### src/rtl/uart_rx_pkt_ctrl_if.sv
// Byte/packet handshake bundle between the UART receiver, the packet
// controller (master) and the payload consumer (slave).
interface uart_rx_pkt_ctrl_if;
    logic       rx_done;
    logic [7:0] rx_data;
    logic       rx_en;
    logic       out_valid;
    logic       out_ready;
    logic [7:0] out_data;
    logic       out_last;
    logic       pkt_err;
    logic [1:0] err_code;

    modport master (
        input  rx_done, rx_data, out_ready,
        output rx_en, out_valid, out_data, out_last, pkt_err, err_code
    );

    modport slave (
        output rx_done, rx_data, out_ready,
        input  rx_en, out_valid, out_data, out_last, pkt_err, err_code
    );
endinterface

### src/rtl/uart_rx_pkt_ctrl.sv
// Frames UART bytes as SYNC, LEN, payload, XOR checksum; buffers the payload
// and presents it only after the checksum has been verified.
module uart_rx_pkt_ctrl #(
    parameter logic [7:0] SYNC_BYTE   = 8'hA5,
    parameter int         MAX_LEN     = 8,
    parameter int         TIMEOUT_CYC = 50000
) (
    input  logic                 clk,
    input  logic                 rst_n,
    input  logic                 en,
    uart_rx_pkt_ctrl_if.master   bus
);
    localparam int CW    = $clog2(MAX_LEN + 1);
    localparam int TW    = $clog2(TIMEOUT_CYC + 1);
    localparam int DEPTH = 1 << CW;
    localparam logic [TW-1:0] TLIM = TW'(TIMEOUT_CYC);

    typedef enum logic [2:0] {IDLE, HUNT, LEN, PAYLOAD, CHECK, DRAIN} state_t;

    state_t        state_q, state_d;
    logic          rx_done_q;
    logic [CW-1:0] len_q, len_d;
    logic [CW-1:0] idx_q, idx_d;
    logic [CW-1:0] rd_q, rd_d;
    logic [TW-1:0] timer_q, timer_d;
    logic [7:0]    chk_q, chk_d;
    logic          pkt_err_q, pkt_err_d;
    logic [1:0]    err_code_q, err_code_d;
    logic          buf_we;
    logic [7:0]    buf_q [DEPTH];

    logic byte_ev;
    logic len_ok;
    logic timed;
    logic last;

    assign byte_ev = bus.rx_done & ~rx_done_q;
    assign len_ok  = (bus.rx_data != 8'd0) && (int'(bus.rx_data) <= MAX_LEN);
    assign timed   = (state_q == LEN) || (state_q == PAYLOAD) || (state_q == CHECK);
    assign last    = (rd_q == len_q - CW'(1));

    always_comb begin
        state_d    = state_q;
        len_d      = len_q;
        idx_d      = idx_q;
        rd_d       = rd_q;
        timer_d    = timer_q;
        chk_d      = chk_q;
        pkt_err_d  = 1'b0;
        err_code_d = err_code_q;
        buf_we     = 1'b0;

        case (state_q)
            IDLE: begin
                if (en) state_d = HUNT;
            end
            HUNT: begin
                if (byte_ev && bus.rx_data == SYNC_BYTE) state_d = LEN;
            end
            LEN: begin
                if (byte_ev) begin
                    if (len_ok) begin
                        len_d   = bus.rx_data[CW-1:0];
                        chk_d   = bus.rx_data;
                        idx_d   = '0;
                        state_d = PAYLOAD;
                    end else begin
                        pkt_err_d  = 1'b1;
                        err_code_d = 2'd0;
                        state_d    = HUNT;
                    end
                end
            end
            PAYLOAD: begin
                if (byte_ev) begin
                    buf_we = 1'b1;
                    chk_d  = chk_q ^ bus.rx_data;
                    idx_d  = idx_q + CW'(1);
                    if (idx_q + CW'(1) == len_q) state_d = CHECK;
                end
            end
            CHECK: begin
                if (byte_ev) begin
                    if (bus.rx_data == chk_q) begin
                        rd_d    = '0;
                        state_d = DRAIN;
                    end else begin
                        pkt_err_d  = 1'b1;
                        err_code_d = 2'd1;
                        state_d    = HUNT;
                    end
                end
            end
            DRAIN: begin
                if (bus.out_ready) begin
                    if (last) begin
                        rd_d    = '0;
                        state_d = HUNT;
                    end else begin
                        rd_d = rd_q + CW'(1);
                    end
                end
                // The buffer is busy; the incoming byte is lost, draining goes on.
                if (byte_ev) begin
                    pkt_err_d  = 1'b1;
                    err_code_d = 2'd3;
                end
            end
            default: state_d = IDLE;
        endcase

        // Inter-byte watchdog; a byte arriving on the limit cycle still wins.
        if (!timed) begin
            timer_d = '0;
        end else if (byte_ev) begin
            timer_d = '0;
        end else if (timer_q >= TLIM) begin
            timer_d    = '0;
            pkt_err_d  = 1'b1;
            err_code_d = 2'd2;
            state_d    = HUNT;
        end else begin
            timer_d = timer_q + TW'(1);
        end

        if (!en) begin
            state_d    = IDLE;
            idx_d      = '0;
            rd_d       = '0;
            timer_d    = '0;
            pkt_err_d  = 1'b0;
            err_code_d = err_code_q;
            buf_we     = 1'b0;
        end
    end

    always_ff @(posedge clk or negedge rst_n) begin
        if (!rst_n) begin
            state_q    <= IDLE;
            rx_done_q  <= 1'b1;
            len_q      <= '0;
            idx_q      <= '0;
            rd_q       <= '0;
            timer_q    <= '0;
            chk_q      <= '0;
            pkt_err_q  <= 1'b0;
            err_code_q <= 2'd0;
        end else begin
            state_q    <= state_d;
            rx_done_q  <= bus.rx_done;
            len_q      <= len_d;
            idx_q      <= idx_d;
            rd_q       <= rd_d;
            timer_q    <= timer_d;
            chk_q      <= chk_d;
            pkt_err_q  <= pkt_err_d;
            err_code_q <= err_code_d;
        end
    end

    always_ff @(posedge clk) begin
        if (buf_we) buf_q[idx_q] <= bus.rx_data;
    end

    assign bus.rx_en     = (state_q != IDLE);
    assign bus.out_valid = (state_q == DRAIN);
    assign bus.out_data  = (state_q == DRAIN) ? buf_q[rd_q] : 8'd0;
    assign bus.out_last  = (state_q == DRAIN) && last;
    assign bus.pkt_err   = pkt_err_q;
    assign bus.err_code  = err_code_q;
endmodule

### src/flat_wrapper.sv
// flat-port wrapper written by rule: the top's interface ports become plain ports
module uart_rx_pkt_ctrl_flat 
#(
    parameter logic [7:0] SYNC_BYTE   = 8'hA5,
    parameter int         MAX_LEN     = 8,
    parameter int         TIMEOUT_CYC = 50000
)
  (clk, rst_n, en, bus_rx_done, bus_rx_data, bus_out_ready, bus_rx_en, bus_out_valid, bus_out_data, bus_out_last, bus_pkt_err, bus_err_code);
  uart_rx_pkt_ctrl_if bus_i ();
  input  logic clk;
  input  logic rst_n;
  input  logic en;
  input wire logic [$bits(bus_i.rx_done)-1:0] bus_rx_done;
  input wire logic [$bits(bus_i.rx_data)-1:0] bus_rx_data;
  input wire logic [$bits(bus_i.out_ready)-1:0] bus_out_ready;
  output wire logic [$bits(bus_i.rx_en)-1:0] bus_rx_en;
  output wire logic [$bits(bus_i.out_valid)-1:0] bus_out_valid;
  output wire logic [$bits(bus_i.out_data)-1:0] bus_out_data;
  output wire logic [$bits(bus_i.out_last)-1:0] bus_out_last;
  output wire logic [$bits(bus_i.pkt_err)-1:0] bus_pkt_err;
  output wire logic [$bits(bus_i.err_code)-1:0] bus_err_code;
  assign bus_i.rx_done = bus_rx_done;
  assign bus_i.rx_data = bus_rx_data;
  assign bus_i.out_ready = bus_out_ready;
  assign bus_rx_en = bus_i.rx_en;
  assign bus_out_valid = bus_i.out_valid;
  assign bus_out_data = bus_i.out_data;
  assign bus_out_last = bus_i.out_last;
  assign bus_pkt_err = bus_i.pkt_err;
  assign bus_err_code = bus_i.err_code;
  uart_rx_pkt_ctrl #(.SYNC_BYTE(SYNC_BYTE), .MAX_LEN(MAX_LEN), .TIMEOUT_CYC(TIMEOUT_CYC)) u_core (.clk(clk), .rst_n(rst_n), .en(en), .bus(bus_i));
endmodule
### config.mk
export PLATFORM = sky130hd
export DESIGN_NAME = uart_rx_pkt_ctrl_flat
export DESIGN_NICKNAME = d
export VERILOG_FILES = /design/src/rtl/uart_rx_pkt_ctrl_if.sv /design/src/rtl/uart_rx_pkt_ctrl.sv /design/src/flat_wrapper.sv
export SDC_FILE = /design/constraint.sdc
export NUM_CORES = 1
export LEC_CHECK = 0
export ABC_CLOCK_PERIOD_IN_PS = 4500
export BUFFER_PORTS_ARGS = -buffer_cell sky130_fd_sc_hd__buf_2
export CELL_PAD_IN_SITES_DETAIL_PLACEMENT = 0
export CELL_PAD_IN_SITES_GLOBAL_PLACEMENT = 2
export CORE_ASPECT_RATIO = 0.9
export CORE_MARGIN = 2
export CORE_UTILIZATION = 49
export CTS_CLUSTER_DIAMETER = 150
export DETAILED_ROUTE_END_ITERATION = 8
export PLACE_DENSITY_LB_ADDON = 0.1
export SLEW_MARGIN = 20
export SYNTH_ARGS = -nofsm -noshare
export SYNTH_HDL_FRONTEND = slang
export SYNTH_SLANG_ARGS = --single-unit
export TNS_END_PERCENT = 30
### constraint.sdc
create_clock -name clk -period 4.5 [get_ports clk]
set_clock_uncertainty 0.15 [all_clocks]
set_input_delay 0.675 -clock clk [delete_from_list [all_inputs] [get_ports clk]]
set_output_delay 0.675 -clock clk [all_outputs]
set_load 0.02 [all_outputs]
**Word level (Yosys, flattened, before mapping)**

Memories as Yosys holds them, arrays and structs flattened.
Cells that the tools add are included.

- Add/subtract/negate cells: 4
- Magnitude comparators: 2
- Equality and inequality tests: 20
- Multiplexer cells: 57
- Bitwise operators: 3
- Reductions and logical operators: 13

Operators by type and width:

| cell | count |
|---|---|
| two-way mux 16 bit | 4 |
| two-way mux 3 bit | 12 |
| two-way mux 4 bit | 9 |
| two-way mux 8 bit | 4 |
| two-way mux 2 bit | 9 |
| one-hot mux 3 bit (6 select lines) | 1 |
| adder 16 x 1 -> 16 bit (second input constant) | 1 |
| greater-or-equal comparator 16 bit (second input constant) | 1 |
| one-hot mux 4 bit (2 select lines) | 2 |
| one-hot mux 8 bit (2 select lines) | 1 |
| two-way mux 1 bit | 13 |
| inequality test 3 x 2 -> 1 bit (second input constant) | 4 |
| AND reduction 4 bit | 3 |
| adder 4 x 1 -> 4 bit (second input constant) | 2 |
| == test 4 bit | 2 |
| == test 8 bit | 1 |
| == test 8 bit (second input constant) | 1 |
| less-or-equal comparator 8 x 4 -> 1 bit (second input constant) | 1 |
| nonzero test 8 bit | 1 |
| bitwise XOR 8 bit | 1 |
| == test 3 x 2 -> 1 bit (second input constant) | 2 |
| == test 3 bit (second input constant) | 2 |
| inequality test 2 x 1 -> 1 bit (second input constant) | 3 |
| inequality test 3 x 1 -> 1 bit (second input constant) | 2 |
| 13 further kinds | 17 |

- Register bits: 43
- Bits in writable memories: 128
- Bits of input ports: 13
- Output and inout bits: 14
- Word-level logic and storage cells: 109
- Memories: 1

Memory list:

| name | depth | width | read ports | clocked after memory_dff | write ports | RTL line | source |
|---|---|---|---|---|---|---|---|
| u_core.buf_q | 16 | 8 | 1 | 0 | 1 | uart_rx_pkt_ctrl.sv:30 | `logic [7:0] buf_q [DEPTH];` |

**Longest topological paths before layout**

- Depth after elaboration: 9
- Depth in mapped cells: 8
- Mapped depth without buffers: 7

**Worst setup path before layout**

No wires, ideal clock.

- Path type: reg-to-output
- Start: register u_core.rd_q[0]
- End: output port bus_out_data[0]
- Data arrival time: 2.080 ns
- Required time: 3.675 ns
- Setup slack: 1.595 ns
- Stages on the path, launching flop included: 6
- Path buffers: 2
- Cell sequence: dfrtp_1 buf_2 buf_2 mux4_2 mux4_2 and2_1

- Longest elaborated chain between the ends: 2

RTL lines:

| element | RTL line | source |
|---|---|---|
| start: declaration | uart_rx_pkt_ctrl.sv:24 | `logic [CW-1:0] rd_q, rd_d;` |
| start signal: assignment | uart_rx_pkt_ctrl.sv:153 | `rd_q <= rd_d;` |
| memory read (16 x 8 bit) | -- |  |
| two-way mux 8 bit | uart_rx_pkt_ctrl.sv:167 | `assign bus.out_data = (state_q == DRAIN) ? buf_q[rd_q] : 8'd0;` |
| end: declaration | flat_wrapper.sv:18 | `output wire logic [$bits(bus_i.out_data)-1:0] bus_out_data;` |

Every way passes these cells.

**Worst setup path after layout**

- Start: register u_core.rd_q[0]
- End: output port bus_out_data[7]

The elaborated chain is that of the path after synthesis.

==> flow_summary.ini <==
[routing]
ant_nets = 0
vias = 4242
drc_errors = 0
wl_per_cell_um = 22.2
viasPerCell = 5.84
drtIter0Drc = 350
drt-total-wl_mm = 16.1
first_pass_iters = 5

[global_routing]
antenna_found_initial = 0
met3_usage_pct = 4.68
first_global_vias = 4203
grt_pass1_wl_mm = 25.1
grtUsageMet2_pct = 33.5
overflow = 0
gr-usage-all-layers_pct = 21.5
met1_usage_pct = 31.1
top_usage_layer = met2
grt_max_degree = 44

[cts]
cts_root_buffer = clkbuf_16
cts_tree = built
numCtsBuffers = 17
post_cts_resize_count = 0
clock-sinks = 171
clkTransAtPathRegs_ns = 0.06
postCtsSetupBuffers = 0
htree_levels = 4
clockBufferDepth = 2
clk_latency_ns = 0.42
cts_hold_buf = 0

[synthesis]
ys_warn_count = 0
synth_edf_count = 128
syn_nets = 501
synth-simple-area-share_pct = 8.79
synth.area.mux_share_pct = 13.0
postSynthAreaPerCell_um2 = 15.5
syn-cell-area_um2 = 7460
synth-async-reset-ratio_pct = 25.1
synth_fa_ha_area_share_pct = 1.34
synth_seq_area_share_pct = 66.0
synthXorXnorAreaFrac_pct = 3.87
synth-seq-cells = 171
ys_types = 54
syn_inst = 480
synth_compound_area_share_pct = 5.03
synth_top_family_by_area = multiplexers
dominantRegCellSynth = edfxtp_1

[finish]
seq_area_um2 = 4920
fill_cells = 1196
most-common-layout-cells = edfxtp_1, nor2_1, dfrtp_1
final-instance-count-excl-fill = 726
final_nets = 536
syn2layout_area_growth_pct = 12.7
layout-drive-gt1-share_pct = 22.7
multi_input_area_um2 = 2390
antennaDiodeCount = 0
final_cell_area_um2 = 8410
layout_commonest_cell = edfxtp_1

[timing]
fmax_mhz = 281
tightest_slew_ns = 1.15
rsz0062_at_grt = no
max-slew-margin-rel_pct = 23.1
setup_tns_ns = 0
period_needed_ns = 3.56
post-route-period-util_pct = 79.0
setup_violations = 0
whs_ns = 0.173
finalMaxSlewViolations = 0
hold_violations = 0

[pwr]
power.density_nw_per_um2 = 378
combPwrFrac_pct = 1.8
leakage_nw = 2.87
internal_power_mw = 2.53
pwr-share-seq_pct = 53.5
switching_share_pct = 20.5
clkPwrFrac_pct = 44.7
power.switching_uw = 654
vdd_drop_max_mv = 0.288

[worst_setup_path]
cp_slowest_cell = dfrtp_2
crit_chain = buf_4, mux4_2, mux4_2, and2_1, buf_2
worstSetupEndpointType = output port
rr_startpoint = u_core.state_q[1]
worstPathMaxFanout = 15
crit_buf_inv = 2
worst_ep_required_time_ns = 3.67
crit_start = u_core.rd_q[0]
crit_type = reg2out
crit_path_max_incr_delay_ns = 0.65
cp_common_cell = mux4_2
crit_arrival_ns = 2.73
start_kind = flop
cpLargestDelayFamily = multiplexers

[floorplanning]
num_rows = 42
coreArea_um2 = 14800
start_util_pct = 50.3
die_h_um = 121
die_area_um2 = 16200
ios = 27
die_w_um = 134

[placed_design]
dp_hpwl_mm = 9.83
gp_congestion = 0.760
port_buffers = 26
dpl_cell_area_um2 = 7830
dp_cells = 694

[min_path]
hold_class = in2async

[flow_run]
maxCapViolCount = 0

[status]
status = completed
==> synthesized netlist by cell type (all sizes together) (5+ instances only) <==
cell | count | share of area, %
a21oi | 11 | 0.74
a311oi | 8 | 0.94
a31oi | 5 | 0.42
and2 | 9 | 0.75
buf | 8 | 0.72
clkbuf | 12 | 0.60
dfrtp | 42 | 14
edfxtp | 128 | 52
ha | 8 | 1.3
inv | 14 | 0.70
mux2 | 5 | 0.75
mux4 | 40 | 12
nand2 | 16 | 0.81
nand2b | 6 | 0.50
nand3 | 18 | 1.2
nor2 | 50 | 2.5
nor3 | 10 | 0.67
o21ai | 13 | 0.87
xnor2 | 16 | 1.9
xor2 | 17 | 2.0
==> worst register-to-register path: stages, from the launching register on <==
cell     delay, ns
dfrtp_1       0.46
nor2b_1       0.31
nand2_1       0.15
nor2_1        0.12
buf_4         0.22
nand3_1       0.17
nor2_1        0.90
==> layout make-up <==
| class | count | share of cell area (%) |
|---|---|---|
| Timing Repair Buffer | 36 | 2.59 |
| Clock inverter | 14 | 1.76 |
| Sequential cell | 171 | 58.5 |
| Inverter | 14 | 0.625 |
| Clock buffer | 18 | 5.10 |
| Multi-Input combinational cell | 275 | 28.4 |
| Tap cell | 198 | 2.95 |
==> kinds of logic after synthesis <==
family	after synthesis
buffers and inverters	34
and+or+nand+nor	133
DFF	171
AOI/OAI and AO/OA	55
adders and majority gates	8
xor gates and xnor gates	33
muxes	46
==> power by group through the flow <==
stage / Sequential [mW] / Combinational, mW / Clock [mW]
after global placement: 1.73 / 0.0573 / 0
final: 1.70 / 0.0585 / 1.42
after CTS: 1.70 / 0.0594 / 1.45
after global routing: 1.70 / 0.0652 / 1.51
after detailed placement: 1.73 / 0.0593 / 0
after floorplan: 1.73 / 0.0153 / 0
==> path summary, 6_finish.rpt <==
| kind | endpoint | slack [ns] | cells after the start |
|---|---|---|---|
| hold / removal | u_core.timer_q[9] | 0.17 | 2 |
| max in group asynchronous | u_core.rd_q[0] | 3.58 | 2 |
| hold reg to reg | u_core.bus.err_code[0] | 0.34 | 1 |
| setup reg to reg | u_core.buf_q[5][1] | 1.64 | 6 |
| setup / recovery | bus_out_data[7] | 0.94 | 5 |
| min in group clk | u_core.rx_done_q | 0.22 | 1 |
==> metal layers <==
| metal | share of wire, % | up-vias |
|---|---|---|
| met5 | 0 | - |
| met4 | 1.0 | 0 |
| met3 | 5.3 | 10 |
| met2 | 49 | 113 |
| met1 | 45 | 2191 |
| li1 | - | 1928 |
==> sequential cells by signal, indices dropped and copies added, names as in the netlist <==
register	cells
u_core.idx_q	4
u_core.timer_q	16
u_core.chk_q	8
u_core.bus.pkt_err	1
u_core.len_q	4
u_core.bus.err_code	2
u_core.buf_q	128
u_core.rd_q	4
u_core.rx_done_q	1
u_core.state_q	3
==> through the flow <==
step           util (%)  power (mW)  worst slack, ns
4_1_cts            56.7        3.21            0.880
5_1_grt            56.7        3.27            0.775
6_report           56.7        3.18            0.943
3_5_place_dp       52.8        1.79             1.34
2_1_floorplan         -        1.75             1.60
3_3_place_gp       52.8        1.79             1.38
No activity file was read; power rests on OpenSTA's default activity.
